$ cat src/rtl/reg_writeback.sv
// Write-back controller: one-entry buffers for ALU and load results, round-robin
// commit to the register file write port, and a pending-write scoreboard. Option: REG0_ZERO_EN.
module reg_writeback #(
  parameter int DATA_W = 16,
  parameter int REG_AW = 3,
  localparam int NREGS = 2**REG_AW
) (
  input  logic              clk,
  input  logic              rst_n,
  input  logic              alu_valid,
  output logic              alu_ready,
  input  logic [REG_AW-1:0] alu_wreg,
  input  logic [DATA_W-1:0] alu_data,
  input  logic              ld_valid,
  output logic              ld_ready,
  input  logic [REG_AW-1:0] ld_wreg,
  input  logic [DATA_W-1:0] ld_data,
  input  logic              iss_valid,
  input  logic [REG_AW-1:0] iss_wreg,
  output logic              rf_we,
  output logic [REG_AW-1:0] rf_wreg,
  output logic [DATA_W-1:0] rf_wdata,
  output logic [NREGS-1:0]  busy
);

  // Handshake: a result transfers on a rising edge where x_valid & x_ready are both 1;
  // x_ready also rises in the cycle the held entry is being granted (pass-through refill).
  typedef enum logic {SRC_ALU = 1'b0, SRC_LD = 1'b1} src_e;

  logic              alu_full_q, alu_full_d, ld_full_q, ld_full_d;
  logic [REG_AW-1:0] alu_wreg_q, alu_wreg_d, ld_wreg_q, ld_wreg_d;
  logic [DATA_W-1:0] alu_data_q, alu_data_d, ld_data_q, ld_data_d;
  src_e              last_grant_q, last_grant_d;
  logic              rf_we_q, rf_we_d;
  logic [REG_AW-1:0] rf_wreg_q, rf_wreg_d;
  logic [DATA_W-1:0] rf_wdata_q, rf_wdata_d;
  logic [NREGS-1:0]  busy_q, busy_d;

  logic              alu_gnt, ld_gnt, alu_hs, ld_hs;
  logic [REG_AW-1:0] gnt_wreg;
  logic [DATA_W-1:0] gnt_data;
  logic              commit_ok;

  always_comb begin
    // On a tie the source that did not win last time is served.
    alu_gnt   = alu_full_q & (~ld_full_q | (last_grant_q == SRC_LD));
    ld_gnt    = ld_full_q & (~alu_full_q | (last_grant_q == SRC_ALU));
    alu_ready = ~alu_full_q | alu_gnt;
    ld_ready  = ~ld_full_q | ld_gnt;
    alu_hs    = alu_valid & alu_ready;
    ld_hs     = ld_valid & ld_ready;
    gnt_wreg  = ld_gnt ? ld_wreg_q : alu_wreg_q;
    gnt_data  = ld_gnt ? ld_data_q : alu_data_q;
`ifdef REG0_ZERO_EN
    commit_ok = (alu_gnt | ld_gnt) & (gnt_wreg != '0);
`else
    commit_ok = alu_gnt | ld_gnt;
`endif
  end

  always_comb begin
    alu_full_d   = alu_full_q;
    alu_wreg_d   = alu_wreg_q;
    alu_data_d   = alu_data_q;
    ld_full_d    = ld_full_q;
    ld_wreg_d    = ld_wreg_q;
    ld_data_d    = ld_data_q;
    last_grant_d = last_grant_q;
    rf_we_d      = commit_ok;
    rf_wreg_d    = rf_wreg_q;
    rf_wdata_d   = rf_wdata_q;
    busy_d       = busy_q;

    if (alu_hs) begin
      alu_full_d = 1'b1;
      alu_wreg_d = alu_wreg;
      alu_data_d = alu_data;
    end else if (alu_gnt) begin
      alu_full_d = 1'b0;
    end

    if (ld_hs) begin
      ld_full_d = 1'b1;
      ld_wreg_d = ld_wreg;
      ld_data_d = ld_data;
    end else if (ld_gnt) begin
      ld_full_d = 1'b0;
    end

    if (alu_gnt) last_grant_d = SRC_ALU;
    else if (ld_gnt) last_grant_d = SRC_LD;

    if (commit_ok) begin
      rf_wreg_d  = gnt_wreg;
      rf_wdata_d = gnt_data;
    end

    // Set is applied after clear so a new producer wins over a retiring one.
    if (rf_we_q) busy_d[rf_wreg_q] = 1'b0;
    if (iss_valid) busy_d[iss_wreg] = 1'b1;
`ifdef REG0_ZERO_EN
    busy_d[0] = 1'b0;
`endif
  end

  always_ff @(posedge clk or negedge rst_n) begin
    if (!rst_n) begin
      alu_full_q   <= 1'b0;
      alu_wreg_q   <= '0;
      alu_data_q   <= '0;
      ld_full_q    <= 1'b0;
      ld_wreg_q    <= '0;
      ld_data_q    <= '0;
      last_grant_q <= SRC_ALU;
      rf_we_q      <= 1'b0;
      rf_wreg_q    <= '0;
      rf_wdata_q   <= '0;
      busy_q       <= '0;
    end else begin
      alu_full_q   <= alu_full_d;
      alu_wreg_q   <= alu_wreg_d;
      alu_data_q   <= alu_data_d;
      ld_full_q    <= ld_full_d;
      ld_wreg_q    <= ld_wreg_d;
      ld_data_q    <= ld_data_d;
      last_grant_q <= last_grant_d;
      rf_we_q      <= rf_we_d;
      rf_wreg_q    <= rf_wreg_d;
      rf_wdata_q   <= rf_wdata_d;
      busy_q       <= busy_d;
    end
  end

  assign rf_we    = rf_we_q;
  assign rf_wreg  = rf_wreg_q;
  assign rf_wdata = rf_wdata_q;
  assign busy     = busy_q;

endmodule

$ cat config.mk
export PLATFORM = sky130hd
export DESIGN_NAME = reg_writeback
export DESIGN_NICKNAME = d
export VERILOG_FILES = /design/src/rtl/reg_writeback.sv
export SDC_FILE = /design/constraint.sdc
export NUM_CORES = 1
export LEC_CHECK = 0
export CORE_UTILIZATION = 48
export CTS_CLUSTER_DIAMETER = 120
export DETAILED_ROUTE_END_ITERATION = 16
export GPL_ROUTABILITY_DRIVEN = 0
export PLACE_DENSITY = 0.79
export SETUP_SLACK_MARGIN = 0.05
export SYNTH_ARGS = -nofsm -noshare
export SYNTH_HDL_FRONTEND = slang
export SYNTH_SLANG_ARGS = --single-unit
$ cat constraint.sdc
create_clock -name clk -period 2 [get_ports clk]
set_clock_uncertainty 0.15 [all_clocks]
set_input_delay 0.4 -clock clk [delete_from_list [all_inputs] [get_ports clk]]
set_output_delay 0.4 -clock clk [all_outputs]
set_load 0.1 [all_outputs]
After elaboration in Yosys (flattened, before gate mapping)
Cells that the tools add are included.
{"block": "word_totals", "out_inout_bits": 30, "word_cells": 49, "reg_bits": 69, "in_bits": 46}
{"block": "classes", "order_cmp": 4, "n_reduce_logical": 5, "n_bitwise": 15, "muxes": 14}
{"op": "$mux 16", "count": 1}
{"op": "$mux 8", "count": 2}
{"op": "$and 8x8->8", "count": 1}
{"op": "$lt 3x4->1 const B", "count": 2}
{"op": "$mux 1", "count": 8}
{"op": "$not 8->8", "count": 1}
{"op": "$or 8x8->8", "count": 1}
{"op": "$demux 1 s3", "count": 2}
{"op": "$ge 3x1->1 const B", "count": 2}
{"op": "$reduce_bool 2->1", "count": 3}
{"op": "$or 1x1->1", "count": 5}
{"op": "$and 1x1->1", "count": 4}
{"op": "$mux 3", "count": 1}
{"op": "$not 1->1", "count": 3}
{"op": "$logic_and 1x1->1", "count": 2}

Logic depth before layout (Yosys ltp)
{"block": "logic_depth", "ltp_word": 9, "depth_mapped": 5}

Worst setup path before layout
No wires, ideal clock.
{"block": "synth_timing", "kind": "reg2reg", "start": "register last_grant_q", "end": "register alu_data_q[10]", "setup_slack_ps": -490, "setup_ps": 125, "arrival_ps": 2215, "period_less_slack_ps": 2490, "stages_incl_launch_ff": 5, "t_required_ps": 1725, "cell_sequence": "dfrtp_1 nand3b_1 nand2_4 buf_6 mux2_2"}
{"block": "synth_via", "elab_chain_cells": 4}
{"item": "from (decl)", "line_no": "33", "text": "src_e last_grant_q, last_grant_d;"}
{"item": "from (signal assigned)", "line_no": "126", "text": "last_grant_q <= last_grant_d;"}
{"item": "$or 1x1->1", "line_no": "46", "text": "alu_gnt = alu_full_q & (~ld_full_q | (last_grant_q == SRC_LD));"}
{"item": "$and 1x1->1", "line_no": "46"}
{"item": "$or 1x1->1", "line_no": "48", "text": "alu_ready = ~alu_full_q | alu_gnt;"}
{"item": "via alu_ready", "line_no": "11", "text": "output logic alu_ready,"}
{"item": "$and 1x1->1", "line_no": "50", "text": "alu_hs = alu_valid & alu_ready;"}
{"item": "to (signal assigned)", "line_no": "122", "text": "alu_data_q <= alu_data_d;"}
{"item": "to (decl)", "line_no": "32", "text": "logic [DATA_W-1:0] alu_data_q, alu_data_d, ld_data_q, ld_data_d;"}
The timed path passes the listed nets, and every way through them passes these cells.
A chain may end at the register's enable or synchronous reset.

Worst setup path in the final report
{"block": "layout_timing", "start": "register last_grant_q", "end": "output alu_ready"}
{"block": "layout_via", "elab_chain_cells": 3}
{"item": "$or 1x1->1", "line_no": "46"}
{"item": "$and 1x1->1", "line_no": "46"}
{"item": "$or 1x1->1", "line_no": "48"}
{"item": "to (decl)", "line_no": "11"}
No other way between the ends.

==> summary.txt <==
FF-to-FF Start -> last_grant_q
Max Root-Sink Buffers -> 2
Top delay family on crit path -> flip-flops
core area -> 5921 um2
Detail Route Antenna Nets -> 0
Port-buffer cells -> 75
Final min period -> 1.836 ns
Slew @ Worst Pin -> 0.3624 ns
top layer in use -> met4
syn_area_per_cell -> 13.82 um2
clk root buf -> clkbuf_8
Worst Setup SP -> last_grant_q
YS warnings -> 0
max-slew violations -> 0
library cells used by synthesis -> 18
gr ovfl total -> 0
most frequent cells in the layout -> dfrtp_1, clkdlybuf4s50_1, mux2_2
Final period util -> 0.9181
first-pass GRT wire length -> 10180 um
drt drc -> 0
fraction of layout cells with a size suffix above 1 -> 0.3679
Vias per Instance -> 5.618
max cap viols -> 0
number of cell rows -> 28
crit end category -> output port
# setup viols final -> 0
# diodes -> 0
crit path max fanout -> 4
Area growth syn-to-layout -> 44.28%
cells after synthesis -> 213
final wirelength -> 6353 um
Die Area -> 6451 um2
largest net degree at the start of global routing -> 70
post-synth top area share -> 0.5865
pre-CTS WS -> 0.2063 ns
slew margin rel. -> 0.7584
wire length on met1 -> 2683 um
cell taking the most area after synthesis -> dfrtp_1
syn_nets -> 259
Worst Hold Launch -> alu_wreg_q[0]
Hold Crit Endpoint -> alu_wreg_q[0]
initial antenna violation count -> 0
final-stage net count -> 341
TritonCTS buffer count -> 9
synthesized area -> 2944 um2
Initial Utilization -> 0.4973
Seq/Total Area, Yosys -> 0.5865
Fmax achieved -> 0.5446 GHz
FF-to-FF End -> alu_data_q[6]
status -> complete, no violations
Startpoint Class -> flip-flop
Vert. Die Dim -> 80.32 um
Die W -> 80.32 um
Worst-path clk slew -> 0.07 ns
crit-path cells -> nand3b_1, buf_12
Routed WL per cell -> 16.99 um
Buf+Inv Stages, Crit Path -> 1
metal2 WL -> 3340 um
dpl hpwl -> 4350 um
most common cell after layout, fill and taps aside -> dfrtp_1
CP peak stage delay -> 0.41 ns
vias in the first global route -> 2105
Tot GR Track Use -> 0.2163
DRT Pass-1 Iters -> 4
number of H-tree levels -> 3
cells taking the most area after synthesis -> dfrtp_1, mux2_2, o221a_2
worst setup path category -> flip-flop to output port
unrepaired setup endpoints after global routing -> no
flops & latches, synth -> 69
hold-critical path depth -> 1
Slowest-stage cell, CP -> dfrtp_1
CTS tree -> done
DR vias -> 2101
DRT iter0 DRCs -> 144
Worst Path Arrival -> 1.29 ns
IO Pins -> 76
worst hold path class -> flip-flop to flip-flop
latest clock arrival within the worst-skew pair -> 0.33 ns
DR WL met3 -> 271 um
CP required -> 1.45 ns
Worst Reg2Reg Path Length in Cells -> 3
clock sink total -> 69
setup ws final -> 0.1637 ns
reg-to-reg setup timing slack -> 0.33 ns
Final Hold Vio Count -> 0
-- worst max-delay path by stage --
stage,endpoint,slack [ns],cells after the start
after floorplan,ld_data_q[0],-0.47,5
after global placement,alu_data_q[13],0.22,3
after detailed placement,alu_data_q[14],0.21,3
after CTS,alu_ready,0.15,2
after global routing,alu_ready,0.10,2
final,alu_ready,0.16,2
-- kinds of logic after synthesis --
family | Yosys count | share of synthesized area
multiplexers | 38 | 0.1453
AND/OR/NAND/NOR | 38 | 0.08032
AO/OA/AOI/OAI | 55 | 0.1615
flip-flops | 69 | 0.5865
buffers and inverters | 13 | 0.02634
-- synthesized netlist by cell type, drive strengths merged --
master and n:
nand3b 1, nand3 1, o31ai 4, nand2 7, o221a 19, a211o 19
mux2 38, o21ai 13, buf 8, clkbuf 4, or2b 1, or2 1
dfrtp 69, nor2b 19, inv 1, nand2b 8
-- flip-flops by register name, summed over array words and instances (netlist names) --
signal        count
alu_data_q       16
ld_data_q        16
rf_wdata         16
busy              8
alu_wreg_q        3
ld_wreg_q         3
rf_wreg           3
alu_full_q        1
last_grant_q      1
ld_full_q         1
rf_we             1
-- through the flow --
stage	TNS, ns	util	hold slack (ns)	std cells	area, um2
after floorplan	-15.03	-	-0.04559	213	2948
after global placement	0	0.6889	0.2959	358	4079
after detailed placement	0	0.6889	0.3063	358	4079
after CTS	0	0.7175	0.3618	374	4248
after global routing	0	0.7175	0.3684	374	4248
final	0	0.7175	0.3604	374	4248
-- cell type report --
cell class	instances	area, um2
Sequential cell	69	1727
Fill cell	421	1673
Multi-Input combinational cell	131	1144
Timing Repair Buffer	83	1121
Clock buffer	13	148.9
Tap cell	75	93.84
Clock inverter	2	10.01
Inverter	1	3.754
-- what timing repair did --
item	CTS	global route
endpoints found under the hold margin	69	0
buffers inserted	0	0
hold buffers	1	0
resized for setup	0	0
endpoints found under the setup margin	0	0
-- layer usage --
layer  up-vias  GRT usage
li1        961          -
met1      1071     0.2669
met2        62     0.3581
met3         7    0.06477
met4         0    0.08036
met5         -          0
Power is left out: the tool's default activity adds up to more than one toggle a clock period on the data nets, which glitch-free logic cannot reach.
